<file path="src/rtl/sid_pkg.sv">
// Shared SID register-bus definitions: bus widths, register map and the host
// command record used by the register writer and its command FIFO.
package sid_pkg;

    localparam int SID_ADDR_W = 5;
    localparam int SID_DATA_W = 8;

    localparam logic [SID_ADDR_W-1:0] SID_LAST_WR_ADDR = 5'h18;
    localparam int                    SID_NUM_WR_REGS  = 25;

    localparam logic [SID_ADDR_W-1:0] SID_VOICE1_BASE = 5'h00;
    localparam logic [SID_ADDR_W-1:0] SID_VOICE2_BASE = 5'h07;
    localparam logic [SID_ADDR_W-1:0] SID_VOICE3_BASE = 5'h0E;
    localparam logic [SID_ADDR_W-1:0] SID_FC_LO       = 5'h15;
    localparam logic [SID_ADDR_W-1:0] SID_FC_HI       = 5'h16;
    localparam logic [SID_ADDR_W-1:0] SID_RES_FILT    = 5'h17;
    localparam logic [SID_ADDR_W-1:0] SID_MODE_VOL    = 5'h18;

    typedef struct packed {
        logic [SID_ADDR_W-1:0] addr;
        logic [SID_DATA_W-1:0] data;
    } sid_cmd_t;

    // 0x19..0x1F are the chip's read-only registers (pots, OSC3, ENV3).
    function automatic logic sid_addr_writable(input logic [SID_ADDR_W-1:0] addr);
        return addr <= SID_LAST_WR_ADDR;
    endfunction

endpackage

</file>
<file path="src/rtl/sid_cmd_fifo.sv">
// Synchronous command FIFO. Occupancy is kept in its own counter rather than
// derived from the pointers, so full and empty are unambiguous at any depth.
module sid_cmd_fifo #(
    parameter int DEPTH = 8,
    parameter int W     = 13
) (
    input  logic                       clk,
    input  logic                       rst_n,
    input  logic                       push,
    input  logic [W-1:0]               push_data,
    input  logic                       pop,
    output logic [W-1:0]               pop_data,
    output logic [$clog2(DEPTH):0]     level,
    output logic                       full,
    output logic                       empty
);

    localparam int PW = $clog2(DEPTH);
    localparam int LW = $clog2(DEPTH) + 1;

    logic [W-1:0]  mem_q [DEPTH];
    logic [W-1:0]  mem_d [DEPTH];
    logic [PW-1:0] wr_ptr_q, wr_ptr_d;
    logic [PW-1:0] rd_ptr_q, rd_ptr_d;
    logic [LW-1:0] level_q, level_d;
    logic          push_ok, pop_ok;

    assign full     = (level_q == LW'(DEPTH));
    assign empty    = (level_q == '0);
    assign level    = level_q;
    assign pop_data = mem_q[rd_ptr_q];
    assign push_ok  = push & ~full;
    assign pop_ok   = pop & ~empty;

    // Pointers are exactly log2(DEPTH) wide, so increments wrap modulo DEPTH.
    always_comb begin
        mem_d    = mem_q;
        wr_ptr_d = wr_ptr_q;
        rd_ptr_d = rd_ptr_q;
        level_d  = level_q;
        if (push_ok) begin
            mem_d[wr_ptr_q] = push_data;
            wr_ptr_d        = wr_ptr_q + PW'(1);
        end
        if (pop_ok) begin
            rd_ptr_d = rd_ptr_q + PW'(1);
        end
        case ({push_ok, pop_ok})
            2'b10:   level_d = level_q + LW'(1);
            2'b01:   level_d = level_q - LW'(1);
            default: level_d = level_q;
        endcase
    end

    always_ff @(posedge clk or negedge rst_n) begin
        if (!rst_n) begin
            wr_ptr_q <= '0;
            rd_ptr_q <= '0;
            level_q  <= '0;
        end else begin
            wr_ptr_q <= wr_ptr_d;
            rd_ptr_q <= rd_ptr_d;
            level_q  <= level_d;
        end
    end

    always_ff @(posedge clk) begin
        mem_q <= mem_d;
    end

endmodule

</file>
<file path="src/rtl/sid_reg_writer.sv">
// SID register-bus initiator: queues host writes and replays them on WR/ADDR/DATA,
// one per CLKen tick at most. Define SID_REG_SHADOW_EN for the readable shadow file.
module sid_reg_writer
    import sid_pkg::*;
#(
    parameter int FIFO_DEPTH = 8,
    parameter int MIN_GAP    = 1
) (
    input  logic                        CLK,
    input  logic                        RSTn,
    input  logic                        CLKen,
    input  logic                        IN_VALID,
    output logic                        IN_READY,
    input  logic [SID_ADDR_W-1:0]       IN_ADDR,
    input  logic [SID_DATA_W-1:0]       IN_DATA,
    output logic                        WR,
    output logic [SID_ADDR_W-1:0]       ADDR,
    output logic [SID_DATA_W-1:0]       DATA,
    output logic                        BUSY,
    output logic [$clog2(FIFO_DEPTH):0] LEVEL,
    output logic                        DROPPED,
    input  logic [SID_ADDR_W-1:0]       RD_ADDR,
    output logic [SID_DATA_W-1:0]       RD_DATA
);

    logic [1:0]            rst_sync_q, rst_sync_d;
    logic [3:0]            gap_q, gap_d;
    logic                  wr_q, wr_d;
    logic                  dropped_q, dropped_d;
    logic [SID_ADDR_W-1:0] addr_q, addr_d;
    logic [SID_DATA_W-1:0] data_q, data_d;
    sid_cmd_t              head;
    logic                  fifo_full, fifo_empty;
    logic                  push, issue, head_wr;

    // Host handshake: a command transfers on a CLK edge where IN_VALID and
    // IN_READY are both high; IN_READY comes only from registered state.
    assign IN_READY = rst_sync_q[1] & ~fifo_full;
    assign push     = IN_VALID & IN_READY;
    assign issue    = CLKen & ~fifo_empty & (gap_q == '0);
    assign head_wr  = sid_addr_writable(head.addr);

    sid_cmd_fifo #(
        .DEPTH (FIFO_DEPTH),
        .W     ($bits(sid_cmd_t))
    ) u_fifo (
        .clk       (CLK),
        .rst_n     (RSTn),
        .push      (push),
        .push_data ({IN_ADDR, IN_DATA}),
        .pop       (issue),
        .pop_data  (head),
        .level     (LEVEL),
        .full      (fifo_full),
        .empty     (fifo_empty)
    );

    // Read-only commands are consumed like writes (including the gap) but only pulse DROPPED.
    always_comb begin
        rst_sync_d = {rst_sync_q[0], 1'b1};
        gap_d      = gap_q;
        wr_d       = 1'b0;
        dropped_d  = 1'b0;
        addr_d     = addr_q;
        data_d     = data_q;
        if (issue) begin
            gap_d = 4'(MIN_GAP - 1);
            if (head_wr) begin
                wr_d   = 1'b1;
                addr_d = head.addr;
                data_d = head.data;
            end else begin
                dropped_d = 1'b1;
            end
        end else if (CLKen && (gap_q != '0)) begin
            gap_d = gap_q - 4'd1;
        end
    end

    always_ff @(posedge CLK or negedge RSTn) begin
        if (!RSTn) begin
            rst_sync_q <= '0;
            gap_q      <= '0;
            wr_q       <= 1'b0;
            dropped_q  <= 1'b0;
            addr_q     <= '0;
            data_q     <= '0;
        end else begin
            rst_sync_q <= rst_sync_d;
            gap_q      <= gap_d;
            wr_q       <= wr_d;
            dropped_q  <= dropped_d;
            addr_q     <= addr_d;
            data_q     <= data_d;
        end
    end

    assign WR      = wr_q;
    assign ADDR    = addr_q;
    assign DATA    = data_q;
    assign DROPPED = dropped_q;
    assign BUSY    = (LEVEL != '0) | wr_q;

`ifdef SID_REG_SHADOW_EN
    logic [SID_DATA_W-1:0] shadow_q [SID_NUM_WR_REGS];
    logic [SID_DATA_W-1:0] shadow_d [SID_NUM_WR_REGS];
    logic [SID_DATA_W-1:0] rd_data_q, rd_data_d;

    always_comb begin
        shadow_d = shadow_q;
        if (wr_d) begin
            shadow_d[head.addr] = head.data;
        end
        rd_data_d = (RD_ADDR <= SID_LAST_WR_ADDR) ? shadow_q[RD_ADDR] : '0;
    end

    always_ff @(posedge CLK or negedge RSTn) begin
        if (!RSTn) begin
            for (int i = 0; i < SID_NUM_WR_REGS; i++) begin
                shadow_q[i] <= '0;
            end
            rd_data_q <= '0;
        end else begin
            shadow_q  <= shadow_d;
            rd_data_q <= rd_data_d;
        end
    end

    assign RD_DATA = rd_data_q;
`else
    logic unused_rd_addr;
    assign unused_rd_addr = ^RD_ADDR;
    assign RD_DATA        = '0;
`endif

endmodule

</file>
<file path="config.mk">
export PLATFORM = sky130hd
export DESIGN_NAME = sid_reg_writer
export DESIGN_NICKNAME = d
export VERILOG_FILES = /design/src/rtl/sid_pkg.sv /design/src/rtl/sid_cmd_fifo.sv /design/src/rtl/sid_reg_writer.sv
export SDC_FILE = /design/constraint.sdc
export NUM_CORES = 1
export LEC_CHECK = 0
export ABC_AREA = 1
export CORE_ASPECT_RATIO = 1.25
export CORE_MARGIN = 2
export CORE_UTILIZATION = 60
export DETAILED_ROUTE_END_ITERATION = 8
export PLACE_DENSITY = 0.83
export SYNTH_ARGS = -nofsm -noshare
export SYNTH_HDL_FRONTEND = slang
export SYNTH_SLANG_ARGS = --single-unit
</file>
<file path="constraint.sdc">
create_clock -name CLK -period 6.4 [get_ports CLK]
set_input_delay 0.64 -clock CLK [delete_from_list [all_inputs] [get_ports CLK]]
set_output_delay 0.64 -clock CLK [all_outputs]
set_load 0.1 [all_outputs]
</file>
==> results of run 1 <==
## cell families after synthesis
group | after synthesis | synth area share
adder cells (fa/ha/maj) | 6 | 0.0130
multiplexers | 1 | 0.00174
buffers and inverters | 83 | 0.0728
flip-flops | 135 | 0.677
other | 2 | 0.00130
XOR/XNOR | 8 | 0.0122
AO/OA/AOI/OAI | 59 | 0.0559
AND/OR/NAND/NOR | 222 | 0.166
## metrics by stage
stage | cell area [um2] | power, mW | cells
after detailed placement | 6160 | 2.53 | 663
after global placement | 6160 | 2.48 | 663
after CTS | 6740 | 3.45 | 695
after floorplan | 5780 | 2.26 | 523
final | 6740 | 3.44 | 695
after global routing | 6740 | 3.62 | 695
## path summary, 6_finish.rpt
| path | start | cells past startpoint | to |
|---|---|---|---|
| setup / recovery | u_fifo.level[1]$_DFFE_PN0P_ | 4 | BUSY |
| hold / removal | rst_sync_q[0]$_DFF_PN0_ | 0 | rst_sync_q[1]$_DFF_PN0_ |
| setup reg to reg | gap_q[0]$_DFFE_PN0P_ | 12 | u_fifo.level[2]$_DFFE_PN0P_ |
| hold reg to reg | rst_sync_q[0]$_DFF_PN0_ | 0 | rst_sync_q[1]$_DFF_PN0_ |
| max in group asynchronous | RSTn | 2 | rst_sync_q[0]$_DFF_PN0_ |
| min in group asynchronous | RSTn | 2 | ADDR[2]$_DFFE_PN0P_ |
## power breakdown
group / internal [mW] / switching, mW / leakage (nW)
sequential: 1.08 / 0.112 / 1.32
combinational: 0.351 / 0.985 / 1.17
clock: 0.584 / 0.332 / 0.290
total: 2.01 / 1.43 / 2.79
## synth_stat cells
library cell	instances	area [um2]
nand2_4	2	22.5
nand4_1	1	6.26
buf_4	11	82.6
xnor2_1	3	26.3
xor2_1	5	43.8
inv_2	1	3.75
dfrtp_1	31	776
buf_6	5	56.3
inv_6	1	8.76
nand3_2	2	20.0
ha_1	6	75.1
nand2_2	11	68.8
o21ai_0	38	190
a31oi_1	1	6.26
nand2_1	117	439
a21oi_1	2	10.0
inv_1	51	191
o21ai_2	1	8.76
mux2i_1	1	10.0
edfxtp_1	104	3120
o22ai_1	17	106
or2_2	2	12.5
nor2_4	1	11.3
conb_1	2	7.51
nor2_1	46	173
clkbuf_1	6	22.5
nand3_1	40	200
buf_2	6	30.0
clkinv_1	1	3.75
buf_12	1	20.0
## flip-flops by register name, summed over array words and instances (netlist names)
signal	flops
ADDR	5
u_fifo.rd_ptr_q	3
u_fifo.level	4
WR	1
gap_q	4
rst_sync_q	2
u_fifo.mem_q	104
DROPPED	1
DATA	8
u_fifo.wr_ptr_q	3
## layer usage
metal,global-route usage,vias to the layer above,share of wire
met3,0.0621,19,0.071
met4,0.117,0,0.018
li1,-,1794,-
met2,0.387,160,0.53
met1,0.271,1795,0.38
met5,0,-,0
## area by class of cell
class,instances,area (um2)
fill,581,2490
multi-input combinational,305,1470
clock inverter,8,67.6
clock buffer,24,503
timing repair buffer,46,438
sequential,135,3900
tap,123,154
inverter,54,208
==> metrics.md, run 1 <==
| Metric | Value |
|---|---|
| Root buf cell | clkbuf_16 |
| Finished Core Util | 0.730 |
| Via/cell ratio | 5.42 |
| TNS Setup | 0 ps |
| Max incr delay on CP | 960 ps |
| Post-Place Worst Slack | around 3300 ps |
| Worst Tran Pin Value | between 1000 and 1500 ps |
| TritonCTS sink count | ~140 |
| Outcome | complete, no violations |
| I/O pin count | a little over 50 |
| Static Leak | between 2 and 3 nW |
| Synth unique cells | 30 |
| Final setup viols | 0 |
| Final Hold Vio Count | 0 |
| WP buf/inv | 1 |
| Clock Path Buffers | 2 |
| Vias | between 3k and 4k |
| Die Wd | approximately 92 um |
| Final wirelength | roughly 11000 um |
| TritonCTS buffer count | 17 |
| Commonest non-fill, non-tap cell in the layout | nand2_1 |
| Hold slack final | 349 ps |
| Layout cell share with drive strength beyond 1 | 0.105 |
| Setup CP Type | register to output pin |
| Min-delay worst type | register to register |
| Final Skew | ~8.4 ps |
| Post-synthesis cell count | 516 |
| VDD IR max | ~0.24 mV |
| RSZ-0062 raised after global routing | no |
| Global-route wire length before repair | 18000 um |
| DR WL/cell | approximately 16 um |
| # Post-CTS Setup Buffers | 0 |
| Crit-path cells | nor2_1, nand3_1, or2_2, clkdlybuf4s50_1 |
| Rel. slew slack | 0.319 |
| Iter 0 DRT Violations | about 360 |
| Clock Latency Late Sink | 420 ps |
| Max-cap violations | 0 |
| Post-CTS Hold Buffers | 0 |
| Max Slew Vio Count | 0 |
| DRC Markers | 0 |
| Core area | between 9000 and 10000 um2 |
| Die H | between 100 and 150 um |
| R2r setup slk | 3570 ps |
| Post-route ant nets | 0 |
| Post_cts resized | 0 |
| Nets | about 590 |
| Vias in the first global route | ~3.8k |
| F_max | 331 MHz |
| Syn. warnings | 0 |
| CTS tree | yes |
| Worst Setup End Kind | output pin |
| Startpoint types | register |
| Port bufs | 37 |
| CP delay by family, top | buffers and inverters |
| Initial core utilization | 0.624 |
| N_diodes | 0 |
| Worst-path fanout max | 6 |
| FF+latch count, synth | approximately 140 |
| Critical path's slowest cell | clkdlybuf4s50_1 |
| DR pass1 iterations | 5 |
| Initial antenna violation count | 0 |
| FP Rows | 39 |
| Crit path time final | ~3000 ps |
| Die area | about 10000 um2 |
| Final Cycle Share | 0.472 |
| Pwr Density | about 510 nW/um2 |
| GRT Util Overall | 0.229 |
| Global route overflow | 0 |
| Avg Cell Area, Syn | approximately 11 um2 |
| Worst EP required | between 5000 and 6000 ps |
| Seq/Total Area, Yosys | 0.677 |
| H-tree depth | 4 |
| Placed wire-length estimate | 6740 um |
| Netlist Area Pre-Place | roughly 5800 um2 |
| RD Place Congestion | a little under 0.8 |
| Final worst slack | approximately 3400 ps |
| Most frequent cells in the layout | 117 x nand2_1, 104 x edfxtp_1, 51 x inv_1 |
| Worst EP arrival | ~2400 ps |
| Clk pin slew, worst setup/hold paths | ~50 ps |
| Largest net degree at the start of global routing | 55 |
| Area Overhead vs Synth | 17.0% |
No activity file was read; power rests on OpenSTA's default activity.
==> run 2, diff against run 1 <==
Settings changed: CORE_UTILIZATION 60 to 57, PLACE_DENSITY 0.83 to 0.79.
Clock period 6.4 ns to 3 ns, I/O delays scaled along.
==> metrics.md, run 2 (synthesis gave the netlist of run 1 again) <==
| Metric | Value |
|---|---|
| Outcome | complete, no violations |
| Iter 0 DRT Violations | between 300 and 400 |
| Static Leak | ~2.9 nW |
| Placed Area | about 6200 um2 |
| Root buf cell | clkbuf_16 |
| Clk pin slew, worst setup/hold paths | about 50 ps |
| RR Endpoint | u_fifo.level[3]$_DFFE_PN0P_ |
| Critical path's slowest cell | dfrtp_1 |
| Most frequent cells in the layout | 117 x nand2_1, 104 x edfxtp_1, 51 x inv_1 |
| Initial antenna violation count | 0 |
| Die area | about 11000 um2 |
| Vias | 3858 |
| Max reg flops | 104 |
| Pwr Density | between 1000 and 1500 nW/um2 |
| Final Skew | ~5.1 ps |
| Crit-path cells | inv_1, ha_1, nand2_1, nor2_1, nand3_1, clkinv_1, ha_1, xor2_1, nand2_1, o21ai_0, nand3_1, xor2_1 |
| Final Cell Area | 6780 um2 |
| Final Cycle Share | 0.789 |
| Vias in the first global route | between 3k and 4k |
| Global route overflow | 0 |
| Worst-case reg-to-reg path depth | 12 |
| Clock Path Buffers | 2 |
| Worst EP arrival | roughly 2700 ps |
| Reg with most FFs | u_fifo.mem_q |
| RD Place Congestion | 0.717 |
| H-tree depth | 4 |
| N_diodes | 0 |
| Max-cap violations | 0 |
| DR pass1 iterations | 5 |
| Commonest non-fill, non-tap cell in the layout | nand2_1 |
| Post-CTS Hold Buffers | 0 |
| DR WL/cell | around 17 um |
| Port bufs | 37 |
| DRC Markers | 0 |
| TNS Setup | 0 ps |
| Post-route ant nets | 0 |
| Worst EP required | 3300 ps |
| Inst Count DP | between 600 and 700 |
| I/O pin count | just over 50 |
| Worst Setup End Kind | register |
| Clock Latency Late Sink | 420 ps |
| Initial core utilization | 0.578 |
| Fin cells | 707 |
| Post_cts resized | 0 |
| Final worst slack | 632 ps |
| Max incr delay on CP | roughly 400 ps |
| Worst R2R Start | gap_q[0]$_DFFE_PN0P_ |
| Final wirelength | between 10000 and 15000 um |
| Worst Tran Pin Value | 963 ps |
| FILL cells | just under 700 |
| Die Wd | 93.9 um |
| Setup CP Type | register to register |
| Rel. slew slack | 0.356 |
| Max Slew Vio Count | 0 |
| Worst setup startpoint | gap_q[0]$_DFFE_PN0P_ |
| RSZ-0062 raised after global routing | no |
| Layout cell share with drive strength beyond 1 | 0.156 |
| F_max | 422 MHz |
| Startpoint types | register |
| Via/cell ratio | approximately 5.5 |
| GRT Util Overall | 0.238 |
| Final setup viols | 0 |
| Min-delay worst type | input port to asynchronous set/reset pin |
| Worst-path fanout max | 3 |
| Nets | 593 |
| Core area | approximately 10000 um2 |
| Global-route wire length before repair | 19100 um |
| TritonCTS sink count | 135 |
| TritonCTS buffer count | 17 |
| Total power | approximately 7.5 mW |
| # Post-CTS Setup Buffers | 0 |
| CTS tree | yes |
| Post-Place Worst Slack | slightly above 700 ps |
| VDD IR max | around 0.57 mV |
| Largest net degree at the start of global routing | between 50 and 60 |
| Placed wire-length estimate | a little under 7000 um |
| FP Rows | slightly above 40 |
| Final Hold Vio Count | 0 |
| Die H | about 120 um |
| Area Overhead vs Synth | 17.8% |
| R2r setup slk | 630 ps |
| Crit path time final | ~2400 ps |
run 2: cell count changes in the layout (fill, tap and decap cells not counted), moves of 2 or more:
cell / previous run / this run
dfrtp_2: 0 / 3
clkdlybuf4s50_1: 37 / 18
clkbuf_8: 3 / 6
dfrtp_1: 31 / 28
clkbuf_1: 3 / 1
buf_4: 9 / 34
run 2: critical path, delay by kind of cell, from the launching register on:
kind / cells / cell delay, ps
AO/OA/AOI/OAI: 1 / 190
XOR/XNOR: 2 / 390
adder cells (fa/ha/maj): 2 / 430
buffers and inverters: 2 / 200
flip-flops: 1 / 390
AND/OR/NAND/NOR: 5 / 670
run 2: final cells by class:
| cell class | instances | area (um2) | area share |
|---|---|---|---|
| flip-flops and latches | 135 | 3900 | 0.576 |
| multi-input cells | 305 | 1480 | 0.218 |
| clock buffers | 26 | 562 | 0.0829 |
| repair buffers | 52 | 435 | 0.0642 |
| inverters | 54 | 208 | 0.0306 |
| well taps | 129 | 161 | 0.0238 |
| clock inverters | 6 | 31.3 | 0.00461 |
run 2: power breakdown:
part | switching [mW] | internal (mW) | total (mW)
sequential | 0.172 | 2.31 | 2.48
combinational | 2.24 | 0.755 | 3.00
clock | 0.723 | 1.28 | 2.00
run 2: routing by layer:
metal / vias up / GRT usage / routed length (um)
met5: - / 0 / 0
met4: 0 / 0.113 / 358
met3: 25 / 0.0729 / 697
met2: 148 / 0.416 / 6340
met1: 1876 / 0.265 / 4620
li1: 1809 / - / -
run 2: worst max-delay path by stage:
stage	endpoint	slack [ps]	cells after the start
6_report	u_fifo.level[3]$_DFFE_PN0P_	630	12
5_1_grt	u_fifo.level[3]$_DFFE_PN0P_	460	12
4_1_cts	u_fifo.level[3]$_DFFE_PN0P_	650	12
3_5_place_dp	u_fifo.level[3]$_DFFE_PN0P_	720	12
3_3_place_gp	u_fifo.level[2]$_DFFE_PN0P_	870	10
2_1_floorplan	u_fifo.mem_q[39]$_DFFE_PP_	-120	4
run 2: metrics by stage:
step | hold slack (ps) | util
2_1_floorplan | 4.41 | -
3_3_place_gp | 333 | 0.622
3_5_place_dp | 335 | 0.622
4_1_cts | 292 | 0.681
5_1_grt | 320 | 0.681
6_report | 284 | 0.681
==> run 3, diff against run 2 <==
Clock period 3 ns to 2.3 ns, I/O delays scaled along.
==> metrics.md, run 3 (synthesis gave the netlist of run 1 again) <==
| Metric | Value |
|---|---|
| Outcome | complete, no violations |
| Post-CTS Hold Buffers | 0 |
| Clk pin slew, worst setup/hold paths | around 60 ps |
| Clock Path Buffers | 2 |
| Post-route ant nets | 0 |
| Die Wd | 93.9 um |
| FP Rows | between 40 and 50 |
| Worst-path fanout max | 4 |
| Most frequent cells in the layout | 115 x nand2_1, 104 x edfxtp_1, 50 x inv_1 |
| Clock Latency Late Sink | approximately 420 ps |
| Nets | ~600 |
| Worst EP arrival | about 2400 ps |
| TNS Setup | 0 ps |
| I/O pin count | roughly 50 |
| Min-delay worst type | input port to asynchronous set/reset pin |
| Final Cycle Share | 0.912 |
| Final Hold Vio Count | 0 |
| Worst EP required | approximately 2600 ps |
| Final worst slack | 202 ps |
| FILL cells | 683 |
| Max Slew Vio Count | 0 |
| Post-Place Worst Slack | 60.0 ps |
| VDD IR max | 0.516 mV |
| DRC Markers | 0 |
| DR WL/cell | ~17 um |
| Die area | 10900 um2 |
| Final wirelength | between 10000 and 15000 um |
| Placed wire-length estimate | 7080 um |
| CTS tree | yes |
| Final Skew | about 9.8 ps |
| Commonest non-fill, non-tap cell in the layout | nand2_1 |
| Max-cap violations | 0 |
| Global-route wire length before repair | 18800 um |
| Placed Area | about 6300 um2 |
| Area Overhead vs Synth | 20.4% |
| Max reg flops | 104 |
| Largest net degree at the start of global routing | 38 |
| Worst Tran Pin Value | about 500 ps |
| Static Leak | approximately 2.9 nW |
| Reg with most FFs | u_fifo.mem_q |
| F_max | 477 MHz |
| Rel. slew slack | 0.667 |
| TritonCTS buffer count | 17 |
| Core area | about 10000 um2 |
| Post_cts resized | 0 |
| Initial core utilization | 0.578 |
| RSZ-0062 raised after global routing | no |
| Final setup viols | 0 |
| Layout cell share with drive strength beyond 1 | 0.193 |
| Final Cell Area | between 6000 and 7000 um2 |
| GRT Util Overall | 0.235 |
| Worst Setup End Kind | register |
| DR pass1 iterations | 5 |
| Port bufs | 37 |
| Vias in the first global route | about 3.8k |
| Crit path time final | about 2100 ps |
| Setup CP Type | register to register |
| Root buf cell | clkbuf_16 |
| Finished Core Util | 0.696 |
| # Post-CTS Setup Buffers | 0 |
| Initial antenna violation count | 0 |
| Via/cell ratio | around 5.4 |
| Total power | 10.1 mW |
| RD Place Congestion | between 0.7 and 0.8 |
| Vias | 3823 |
| Global route overflow | 0 |
| H-tree depth | 4 |
| Iter 0 DRT Violations | 345 |
| N_diodes | 0 |
| Startpoint types | register |
| TritonCTS sink count | approximately 140 |
| Pwr Density | about 1500 nW/um2 |
| Die H | 116 um |
-- run 3: layer usage --
layer | track usage | part of all wire
met3 | 0.0484 | 0.064
met4 | 0.125 | 0.028
met1 | 0.275 | 0.38
met5 | 0 | 0
met2 | 0.408 | 0.52
-- run 3: worst paths after layout --
path,start,end,slack (ps),cells after the start
max,gap_q[0]$_DFFE_PN0P_,u_fifo.level[2]$_DFFE_PN0P_,200,12
min,RSTn,gap_q[1]$_DFFE_PN0P_,190,2
max reg2reg,gap_q[0]$_DFFE_PN0P_,u_fifo.level[2]$_DFFE_PN0P_,200,12
min reg2reg,rst_sync_q[0]$_DFF_PN0_,rst_sync_q[1]$_DFF_PN0_,350,0
max in group asynchronous,RSTn,u_fifo.level[1]$_DFFE_PN0P_,1780,2
min in group CLK,rst_sync_q[0]$_DFF_PN0_,rst_sync_q[1]$_DFF_PN0_,350,0
-- run 3: report_power, final --
group,switching [mW],total (mW),internal (mW),leakage (nW)
combinational,2.99,4.05,1.05,1.25
clock,0.966,2.76,1.80,0.289
sequential,0.240,3.26,3.02,1.32
-- run 3: final cells by class --
class                   instances  area (um2)  share of cell area
clock buffers                  18         429              0.0619
clock inverters                14         181              0.0262
inverters                      54         211              0.0305
multi-input cells             305        1590               0.229
flip-flops and latches        135        3910               0.564
well taps                     129         161              0.0233
repair buffers                 54         445              0.0643
-- run 3: stage by stage --
step	cells	hold WS [ps]
3_3_place_gp	677	332
6_report	709	194
3_5_place_dp	677	335
5_1_grt	709	226
4_1_cts	709	204
2_1_floorplan	523	-65.6
-- run 3: critical path, cell delays in order, from the launching register on --
cell and delay (ps):
dfrtp_1 380, inv_1 90, ha_2 200, nand2_1 90
nor2_2 130, nand3_2 130, clkinv_2 100, ha_4 160
xor2_2 180, ha_2 210, a21oi_2 40, xnor2_1 170
o21ai_1 90
